### src/rtl/core_pkg.sv
// Constants and the fetch-state encoding shared by fetch, decode and the
// instruction/data memory models of the RV32IM core.
package core_pkg;

    localparam logic [31:0] NOP_INSTR  = 32'h0000_0013;
    localparam logic [31:0] RESET_PC   = 32'h0000_0000;
    localparam int unsigned IMEM_WORDS = 1280;

    typedef enum logic [1:0] {
        FETCH_RUN,
        FETCH_HALT,
        FETCH_FAULT
    } fetch_state_t;

endpackage

### src/rtl/instruction_fetch_if.sv
// Bundle of the fetch stage's control inputs, instruction-memory port and
// IF/ID outputs. The fetch stage is the master; its environment is the slave.
interface instruction_fetch_if;
    import core_pkg::*;

    // Control semantics (no valid/ready pairs here): stall holds pc and IF/ID
    // for the cycle it is high; redirect_valid is a one-cycle request that
    // wins over stall and over halt; imem_instr must be valid for imem_addr
    // within the same cycle (zero-latency memory).
    logic         stall;
    logic         redirect_valid;
    logic [31:0]  redirect_target;
    logic [31:0]  imem_addr;
    logic [31:0]  imem_instr;
    logic         ifid_valid;
    logic [31:0]  ifid_pc;
    logic [31:0]  ifid_pc_plus4;
    logic [31:0]  ifid_instr;
    logic         halted;
    logic         fault;
    logic [31:0]  fetch_count;
    fetch_state_t fetch_state;

    modport master (
        input  stall, redirect_valid, redirect_target, imem_instr,
        output imem_addr, ifid_valid, ifid_pc, ifid_pc_plus4, ifid_instr,
        output halted, fault, fetch_count, fetch_state
    );

    modport slave (
        output stall, redirect_valid, redirect_target, imem_instr,
        input  imem_addr, ifid_valid, ifid_pc, ifid_pc_plus4, ifid_instr,
        input  halted, fault, fetch_count, fetch_state
    );

endinterface

### src/rtl/instruction_fetch_ifid_reg.sv
// IF/ID pipeline register with hold and flush. A flush inserts a bubble but
// keeps the last pc fields, so decode always sees a stable pc.
module ifid_reg #(
    parameter logic [31:0] NOP_INSTR = core_pkg::NOP_INSTR
) (
    input  logic        clk,
    input  logic        rst_n,
    input  logic        hold_i,
    input  logic        flush_i,
    input  logic [31:0] pc_i,
    input  logic [31:0] instr_i,
    output logic        valid_o,
    output logic [31:0] pc_o,
    output logic [31:0] pc_plus4_o,
    output logic [31:0] instr_o
);

    logic        valid_q;
    logic [31:0] pc_q;
    logic [31:0] pc_plus4_q;
    logic [31:0] instr_q;

    always_ff @(posedge clk) begin
        if (!rst_n) begin
            valid_q    <= 1'b0;
            pc_q       <= 32'h0;
            pc_plus4_q <= 32'h0;
            instr_q    <= NOP_INSTR;
        end else if (flush_i) begin
            valid_q <= 1'b0;
            instr_q <= NOP_INSTR;
        end else if (!hold_i) begin
            valid_q    <= 1'b1;
            pc_q       <= pc_i;
            pc_plus4_q <= pc_i + 32'd4;
            instr_q    <= instr_i;
        end
    end

    assign valid_o    = valid_q;
    assign pc_o       = pc_q;
    assign pc_plus4_o = pc_plus4_q;
    assign instr_o    = instr_q;

endmodule

### src/rtl/instruction_fetch.sv
// Fetch stage: owns the pc, drives the combinational instruction memory and
// fills IF/ID; stops on a zero word (end of program) or an out-of-range pc.
module instruction_fetch #(
    parameter logic [31:0] RESET_PC   = core_pkg::RESET_PC,
    parameter int unsigned IMEM_WORDS = core_pkg::IMEM_WORDS,
    parameter logic [31:0] NOP_INSTR  = core_pkg::NOP_INSTR
) (
    input  logic                clk,
    input  logic                rst_n,
    instruction_fetch_if.master bus
);

    localparam logic [31:0] IMEM_LIMIT = 32'(IMEM_WORDS * 4);

    logic [31:0]           pc_q;
    logic [31:0]           fetch_count_q;
    core_pkg::fetch_state_t state_q;

    logic fetch_en;
    logic in_range;
    logic end_of_prog;
    logic load;
    logic flush;

    // A fetch slot is spent only when nothing of higher priority claims the
    // edge; a slot that faults or hits the zero word becomes a bubble.
    always_comb begin
        in_range    = pc_q < IMEM_LIMIT;
        end_of_prog = bus.imem_instr == 32'h0;
        fetch_en    = !bus.redirect_valid && (state_q == core_pkg::FETCH_RUN) && !bus.stall;
        load        = fetch_en && in_range && !end_of_prog;
        flush       = bus.redirect_valid || (fetch_en && !load);
    end

    always_ff @(posedge clk) begin
        if (!rst_n) begin
            pc_q          <= RESET_PC;
            fetch_count_q <= 32'h0;
            state_q       <= core_pkg::FETCH_RUN;
        end else if (bus.redirect_valid) begin
            pc_q    <= bus.redirect_target & 32'hFFFF_FFFC;
            state_q <= core_pkg::FETCH_RUN;
        end else if (fetch_en) begin
            if (!in_range) begin
                state_q <= core_pkg::FETCH_FAULT;
            end else if (end_of_prog) begin
                state_q <= core_pkg::FETCH_HALT;
            end else begin
                pc_q          <= pc_q + 32'd4;
                fetch_count_q <= fetch_count_q + 32'd1;
            end
        end
    end

    ifid_reg #(
        .NOP_INSTR (NOP_INSTR)
    ) u_ifid_reg (
        .clk        (clk),
        .rst_n      (rst_n),
        .hold_i     (!load),
        .flush_i    (flush),
        .pc_i       (pc_q),
        .instr_i    (bus.imem_instr),
        .valid_o    (bus.ifid_valid),
        .pc_o       (bus.ifid_pc),
        .pc_plus4_o (bus.ifid_pc_plus4),
        .instr_o    (bus.ifid_instr)
    );

    assign bus.imem_addr   = pc_q;
    assign bus.halted      = state_q != core_pkg::FETCH_RUN;
    assign bus.fault       = state_q == core_pkg::FETCH_FAULT;
    assign bus.fetch_count = fetch_count_q;
    assign bus.fetch_state = state_q;

endmodule

### src/flat_wrapper.sv
// flat-port wrapper written by rule: the top's interface ports become plain ports
module instruction_fetch_flat 
#(
    parameter logic [31:0] RESET_PC   = core_pkg::RESET_PC,
    parameter int unsigned IMEM_WORDS = core_pkg::IMEM_WORDS,
    parameter logic [31:0] NOP_INSTR  = core_pkg::NOP_INSTR
)
  (clk, rst_n, bus_stall, bus_redirect_valid, bus_redirect_target, bus_imem_instr, bus_imem_addr, bus_ifid_valid, bus_ifid_pc, bus_ifid_pc_plus4, bus_ifid_instr, bus_halted, bus_fault, bus_fetch_count, bus_fetch_state);
  instruction_fetch_if bus_i ();
  input  logic clk;
  input  logic rst_n;
  input wire logic [$bits(bus_i.stall)-1:0] bus_stall;
  input wire logic [$bits(bus_i.redirect_valid)-1:0] bus_redirect_valid;
  input wire logic [$bits(bus_i.redirect_target)-1:0] bus_redirect_target;
  input wire logic [$bits(bus_i.imem_instr)-1:0] bus_imem_instr;
  output wire logic [$bits(bus_i.imem_addr)-1:0] bus_imem_addr;
  output wire logic [$bits(bus_i.ifid_valid)-1:0] bus_ifid_valid;
  output wire logic [$bits(bus_i.ifid_pc)-1:0] bus_ifid_pc;
  output wire logic [$bits(bus_i.ifid_pc_plus4)-1:0] bus_ifid_pc_plus4;
  output wire logic [$bits(bus_i.ifid_instr)-1:0] bus_ifid_instr;
  output wire logic [$bits(bus_i.halted)-1:0] bus_halted;
  output wire logic [$bits(bus_i.fault)-1:0] bus_fault;
  output wire logic [$bits(bus_i.fetch_count)-1:0] bus_fetch_count;
  output wire logic [$bits(bus_i.fetch_state)-1:0] bus_fetch_state;
  assign bus_i.stall = bus_stall;
  assign bus_i.redirect_valid = bus_redirect_valid;
  assign bus_i.redirect_target = bus_redirect_target;
  assign bus_i.imem_instr = bus_imem_instr;
  assign bus_imem_addr = bus_i.imem_addr;
  assign bus_ifid_valid = bus_i.ifid_valid;
  assign bus_ifid_pc = bus_i.ifid_pc;
  assign bus_ifid_pc_plus4 = bus_i.ifid_pc_plus4;
  assign bus_ifid_instr = bus_i.ifid_instr;
  assign bus_halted = bus_i.halted;
  assign bus_fault = bus_i.fault;
  assign bus_fetch_count = bus_i.fetch_count;
  assign bus_fetch_state = bus_i.fetch_state;
  instruction_fetch #(.RESET_PC(RESET_PC), .IMEM_WORDS(IMEM_WORDS), .NOP_INSTR(NOP_INSTR)) u_core (.clk(clk), .rst_n(rst_n), .bus(bus_i));
endmodule
### config.mk
export PLATFORM = sky130hd
export DESIGN_NAME = instruction_fetch_flat
export DESIGN_NICKNAME = d
export VERILOG_FILES = /design/src/rtl/core_pkg.sv /design/src/rtl/instruction_fetch_if.sv /design/src/rtl/instruction_fetch_ifid_reg.sv /design/src/rtl/instruction_fetch.sv /design/src/flat_wrapper.sv
export SDC_FILE = /design/constraint.sdc
export NUM_CORES = 1
export LEC_CHECK = 0
export ABC_AREA = 1
export BUFFER_PORTS_ARGS = -buffer_cell sky130_fd_sc_hd__buf_2
export CORE_MARGIN = 2
export CORE_UTILIZATION = 46
export DETAILED_ROUTE_END_ITERATION = 10
export GPL_TIMING_DRIVEN = 0
export PLACE_DENSITY = 0.76
export SLEW_MARGIN = 20
export SYNTH_ARGS = -nofsm -noshare
export SYNTH_HDL_FRONTEND = slang
export SYNTH_SLANG_ARGS = --single-unit
### constraint.sdc
create_clock -name clk -period 1.6 [get_ports clk]
set_input_delay 0.16 -clock clk [delete_from_list [all_inputs] [get_ports clk]]
set_output_delay 0.16 -clock clk [all_outputs]
set_load 0.02 [all_outputs]
==> impl_metrics.csv, run 1 <==
group,metric,value,unit
run_status,status,"finished, violations left",
run_status,violations,"negative setup slack",
routing,drt_first_pass_iters,5,
timing,drv_slew,0,
global_routing,grt_use_total,26.3,%
global_routing,grt_use_met3,7.28,%
yosys,yosys_register_bits,157,
yosys,yosysTopAreaCellShare,43.9,%
worst_setup_path,crit_path_end_kind,"flip-flop",
floorplan,dieArea,16600,um^2
floorplan,core_area,15200,um^2
yosys,ys_async_sr_fraction,0,%
routing,drt-wirelength-per-cell,15.6,um
routing,drc,0,
cells_and_area,area_growth,45.7,%
timing,holdWs,27.5,ps
timing,rsz0062_at_grt,"true",
cells_and_area,drive_gt1_share,36.7,%
clocking,cts-buffers-inserted,17,
yosys,avgSynthCellArea,6.93,um^2
cells_and_area,layout_commonest_cell,"nand2_1",
clocking,cts.reportedPaths.clkPinSlew,70,ps
timing,max_freq,581,MHz
yosys,synth_ff_type,"dfxtp_1",
timing,slew_headroom,52.6,%
place,place_ws,-276,ps
yosys,yosysTopAreaCell,"dfxtp_1",
power_and_ir_drop,totalPowerFinal,0.00918,W
yosys,synth_enable_flop_cells,0,
worst_setup_path,critPathMaxStageDelay,330,ps
global_routing,grt_use_met2,45.4,%
power_and_ir_drop,power_density,879,nW/um^2
worst_setup_path,cp-start-kind,"flip-flop",
global_routing,gr-total-overflow,0,
yosys,netlist_instances,1034,
floorplan,start_util,47.1,%
global_routing,busiest_layer,"met2",
place,placed_cell_area,8540,um^2
floorplan,rows,45,
worst_setup_path,arrival,2050,ps
global_routing,grt_pass1_vias,7109,
timing,period_needed,1720,ps
floorplan,fp.dieH,129,um
clocking,tritoncts,"done",
yosys,synth.top_cells.by_area,"dfxtp_1 (44%), nand2_1 (19%), nor2_1 (8.6%)",
routing,ant_nets,0,
worst_setup_path,cp_max_fo,10,
worst_setup_path,setup.worst_path.class,"reg -> reg",
routing,vias,7899,
place,place_inst,1450,
worst_setup_path,cp.required,1920,ps
clocking,clockRootBuffer,"clkbuf_16",
timing,setup_viol,155,
cells_and_area,stdcell_area,10400,um^2
global_routing,antenna_found_initial,0,
yosys,yosysSeqAreaShare,43.9,%
min_path,hold_class,"in -> reg",
floorplan,die_w,129,um
cells_and_area,final_nets,1394,
worst_setup_path,cpMaxStageDelayCell,"dfxtp_2",
timing,tightest_slew,710,ps
yosys,synth_cell_types,30,
place,globalplace.congestion,0.935,
timing,fin_crit_sh,108,%
clocking,clkLatencyLatePin,430,ps
routing,routed_via_density,5.18,
flow_run,timing.max_cap.violations,0,
worst_setup_path,crit_chain,"nor2_1 -> nand2_1 -> nor2_2 -> nand3_4 -> nor2_8 -> nand2_8 -> buf_8 -> buf_8 -> nand2_1 -> nand3_2",
timing,timing.final.ws_setup,-123,ps
cells_and_area,fin_cells,1525,
cells_and_area,fillers,1253,
clocking,cts_sinks,157,
place,portBuffers,223,
timing,hold_violations,0,
power_and_ir_drop,p_leak,4.80,nW
yosys,ys_warn_count,0,
cells_and_area,diodes,0,
global_routing,grt_pass1_wl,34700,um
clocking,h-tree-depth,4,
timing,skew,10.2,ps
yosys,syn_area,7160,um^2
cells_and_area,layout_common_cells,"nand2_1 (311), buf_2 (229), nor2_1 (147)",
global_routing,grt_max_degree,17,
clocking,clk_path_buf_depth,2,
power_and_ir_drop,peakVddDrop,0.757,mV
place,dpl.hpwl,15700,um
routing,drt_iter0_markers,417,
routing,routed_wl,23800,um
floorplan,ios,233,
global_routing,grt_util_met1,31.6,%
-- per-layer routing --
layer / share of wire [%] / wire, um / vias up
li1: - / - / 3849
met3: 7.7 / 1840 / 73
met2: 50 / 11900 / 355
met5: 0 / 0 / -
met4: 3.2 / 770 / 0
met1: 39 / 9360 / 3622
-- flip-flops by register name, summed over array words and instances, names as in the netlist --
register	cells
u_core.bus.fetch_count	32
u_core.bus.fetch_state	2
u_core.bus.imem_addr	30
u_core.u_ifid_reg.instr_o	32
u_core.u_ifid_reg.pc_o	30
u_core.u_ifid_reg.pc_plus4_o	30
u_core.u_ifid_reg.valid_o	1
-- path summary, 6_finish.rpt --
path | startpoint | endpoint | slack (ps) | cells after the start
max | u_core.bus.imem_addr[15] | u_core.u_ifid_reg.instr_o[1] | -120 | 10
max reg2reg | u_core.bus.imem_addr[15] | u_core.u_ifid_reg.instr_o[1] | -120 | 10
min reg2reg | u_core.u_ifid_reg.pc_plus4_o[22] | u_core.u_ifid_reg.pc_plus4_o[22] | 430 | 2
min | bus_imem_instr[12] | u_core.u_ifid_reg.instr_o[12] | 30 | 3
-- cell families after synthesis --
group / after synthesis / share of synthesized area, %
AND/OR/NAND/NOR: 647 / 38.8
adder cells (fa/ha/maj): 2 / 0.349
flip-flops: 157 / 43.9
XOR/XNOR: 18 / 2.20
buffers and inverters: 111 / 7.77
other: 1 / 0.0523
AO/OA/AOI/OAI: 98 / 6.95
-- cell type report --
class                      instances  area [um^2]  share of cell area, %
buffer                            57          473                   4.53
clock buffer                      17          425                   4.07
clock inverter                    15          176                   1.69
inverter                          53          206                   1.98
multi-input combinational        771         4080                   39.0
sequential                       157         3180                   30.5
tap                              188          235                   2.25
timing repair buffer             267         1660                   15.9
-- metrics by stage --
stage	TNS, ps	util (%)
3_5_place_dp	-20330	56.2
2_1_floorplan	-0.741	-
6_report	-12470	68.7
3_3_place_gp	-14800	56.2
5_1_grt	-24720	68.7
4_1_cts	-6970	63.1
-- repair_timing --
item | CTS | global route
pin swaps | 6 | 33
cloned | 3 | 7
endpoints found under the hold margin | 22 | 0
endpoints found under the setup margin | 155 | 155
gates resized for setup | 45 | 182
hold buffers | 22 | 0
buffers inserted | 5 | 7
-- worst max-delay path, delay by kind of cell (launching register included) --
kind	cells	cell delay, ps
buf+inv	2	290
simple gates	8	990
flops	1	330
-- synthesized netlist by cell type, types with 2 or more instances --
master / n
a21oi_1: 86
inv_1: 47
buf_2: 13
ha_1: 2
nand2_2: 2
nor2_2: 6
o21ai_0: 9
nor3_2: 18
nand4_1: 3
nand3b_1: 16
nand3_1: 75
nand2_1: 354
nor2_1: 165
and2_1: 3
buf_6: 10
xnor2_1: 5
clkbuf_1: 22
buf_4: 13
xor2_1: 13
nand3_2: 2
inv_2: 5
dfxtp_1: 157
-- report_power, final --
part           internal [W]  switching [W]
sequential          0.00397      0.0000788
clock               0.00236        0.00184
combinational      0.000372       0.000556
total               0.00670        0.00248
No activity file was read; power rests on OpenSTA's default activity.
==> inputs of run 2 (changes only) <==
- BUFFER_PORTS_ARGS: -buffer_cell sky130_fd_sc_hd__buf_2 -> not set
- CORE_UTILIZATION: 46 -> 57
- DONT_BUFFER_PORTS: not set -> 1
- PLACE_DENSITY: 0.76 -> 0.75
==> impl_metrics.csv, run 2 (synthesis results as in run 1) <==
group,metric,value,unit
run_status,status,"finished, violations left",
run_status,violations,"negative setup slack",
global_routing,grt_util_met1,35.6,%
worst_setup_path,cp_num_cells,9,
timing,tightest_slew,887,ps
clocking,clkLatencyLatePin,440,ps
clocking,clk_path_buf_depth,2,
floorplan,die_w,116,um
power_and_ir_drop,seqPwrFrac,46.3,%
clocking,cts.reportedPaths.clkPinSlew,70,ps
routing,ant_nets,0,
routing,drt_iter0_markers,542,
worst_setup_path,cp.required,1890,ps
floorplan,rows,40,
floorplan,ios,233,
worst_setup_path,r2r_end,"u_core.bus.imem_addr[27]",
timing,drv_slew,0,
cells_and_area,drive_gt1_share,25.6,%
cells_and_area,diodes,0,
timing,skew,11.4,ps
global_routing,grt_pass1_vias,6548,
power_and_ir_drop,power_density,938,nW/um^2
min_path,hold_class,"in -> reg",
routing,routed_via_density,5.61,
worst_setup_path,crit_path_end_kind,"flip-flop",
clocking,tritoncts,"done",
worst_setup_path,cp-start-kind,"flip-flop",
timing,timing.final.ws_setup,-271,ps
worst_setup_path,rr_worst_depth,9,
min_path,min_from,"bus_imem_instr[17]",
routing,drc,0,
routing,routed_wl,23800,um
worst_setup_path,setup.worst_path.class,"reg -> reg",
worst_setup_path,crit_family,"simple AND/OR/NAND/NOR gates",
timing,setup_viol,155,
worst_setup_path,cpMaxStageDelayCell,"dfxtp_2",
floorplan,fp.dieH,116,um
clocking,cts_sinks,157,
flow_run,timing.max_cap.violations,0,
floorplan,start_util,58.9,%
routing,vias,7307,
global_routing,grt_max_degree,19,
cells_and_area,layout_commonest_cell,"nand2_1",
routing,drt_first_pass_iters,5,
worst_setup_path,cp_max_fo,6,
cells_and_area,register_area,3240,um^2
timing,holdWs,9.96,ps
power_and_ir_drop,p_comb_share,8.5,%
routing,drt-wirelength-per-cell,18.2,um
global_routing,antenna_found_initial,0,
timing,slew_headroom,40.9,%
global_routing,grt_use_total,30.9,%
worst_setup_path,arrival,2160,ps
clocking,clockRootBuffer,"clkbuf_16",
power_and_ir_drop,clkPwrFrac,45.2,%
cells_and_area,final_nets,1192,
global_routing,busiest_layer,"met2",
timing,max_freq,535,MHz
global_routing,grt_use_met2,52.5,%
power_and_ir_drop,power_switching,0.00255,W
worst_setup_path,critPathMaxStageDelay,380,ps
worst_setup_path,startpoint,"u_core.bus.imem_addr[20]",
global_routing,grt_use_met3,10.2,%
floorplan,core_area,12200,um^2
floorplan,dieArea,13500,um^2
min_path,whs_path_depth,4,
worst_setup_path,rr_startpoint,"u_core.bus.imem_addr[20]",
power_and_ir_drop,p_leak,3.74,nW
cells_and_area,layout_common_cells,"nand2_1 (315), nor2_1 (137), dfxtp_1 (114)",
cells_and_area,multi_input_area,4100,um^2
place,portBuffers,0,
min_path,min_to,"u_core.u_ifid_reg.instr_o[17]",
worst_setup_path,cp_common_cell,"nand2_1",
worst_setup_path,crit_chain,"nor2_1 -> nand2_1 -> nor2_2 -> nand3_4 -> o21ai_4 -> nand2_4 -> buf_8 -> nand2_1 -> a21oi_1",
timing,period_needed,1870,ps
power_and_ir_drop,p_int,0.00637,W
timing,fin_crit_sh,117,%
cells_and_area,fillers,848,
cells_and_area,area_growth,32.6,%
timing,rsz0062_at_grt,"true",
global_routing,grt_pass1_wl,32300,um
power_and_ir_drop,switching_share,28.6,%
worst_setup_path,worst-r2r-setup-slack,-270,ps
power_and_ir_drop,totalPowerFinal,0.00892,W
worst_setup_path,cp_num_buf_inv,1,
clocking,cts-buffers-inserted,17,
clocking,h-tree-depth,4,
timing,hold_violations,0,
global_routing,gr-total-overflow,0,
place,globalplace.congestion,0.893,
power_and_ir_drop,peakVddDrop,0.825,mV
place,dpl.hpwl,14500,um
==> run 2: cell types whose count changed in the layout (fill, tap and decap cells not counted), moves of 7 or more <==
cell           delta
dlygate4sd3_1    +30
dfxtp_4          +14
inv_2             +7
nand3_2           -7
buf_2           -225
dfxtp_1          -16
nor2_2           +11
nor2_1           -10
==> run 2: layer usage <==
layer  vias up  wire length, um  share of wire (%)
met4         0              886                3.7
met2       412            11800                 50
met1      3370             8820                 37
li1       3445                -                  -
met3        80             2270                9.5
met5         -                0                  0
==> run 2: worst reg2reg max path, stage by stage, from the launching register on <==
cell and delay (ps):
dfxtp_2 380, nor2_1 140, nand2_1 90, nor2_2 190, nand3_4 180, o21ai_4 240
nand2_4 160, buf_8 180, nand2_1 80, a21oi_1 80
==> run 2: area by class of cell <==
class / count / area share, %
well taps: 168 / 2.21
multi-input cells: 771 / 43.1
flip-flops and latches: 157 / 34.1
inverters: 53 / 2.15
plain buffers: 57 / 4.79
clock inverters: 15 / 1.71
repair buffers: 65 / 7.47
clock buffers: 17 / 4.48
==> run 2: stage by stage <==
stage | util (%) | area [um^2] | TNS, ps | instances | setup slack, ps
after detailed placement | 60.9 | 7400 | -35790 | 1207 | -360
after floorplan | - | 7190 | -0.741 | 1039 | -0.741
after global routing | 78.1 | 9500 | -42940 | 1303 | -378
final | 78.1 | 9500 | -30310 | 1303 | -271
after CTS | 72.0 | 8760 | -8950 | 1296 | -97.9
after global placement | 60.9 | 7400 | -41040 | 1207 | -341
==> run 2: worst max-delay path by stage <==
stage	endpoint	slack (ps)
after floorplan	u_core.bus.fetch_count[14]	-0.7
after detailed placement	u_core.bus.fetch_count[14]	-360
after CTS	u_core.u_ifid_reg.pc_plus4_o[26]	-100
after global placement	u_core.u_ifid_reg.instr_o[16]	-340
final	u_core.bus.imem_addr[27]	-270
after global routing	u_core.bus.imem_addr[27]	-380
==> run 2: power by group through the flow <==
| stage | combinational [W] | sequential, W | clock [W] |
|---|---|---|---|
| floorplan | 0.000353 | 0.00417 | 0 |
| global placement | 0.000445 | 0.00420 | 0 |
| detailed placement | 0.000448 | 0.00420 | 0 |
| CTS | 0.000586 | 0.00411 | 0.00402 |
| global route | 0.000814 | 0.00413 | 0.00418 |
| finish | 0.000758 | 0.00413 | 0.00403 |
==> run 2: timing repair <==
action / in CTS / in global routing
pin swaps: 10 / 20
gates cloned: 2 / 4
endpoints found under the setup margin: 157 / 157
hold buffers: 52 / 0
buffers inserted: 4 / 3
resized for setup: 77 / 194
hold endpoints to repair: 52 / 0
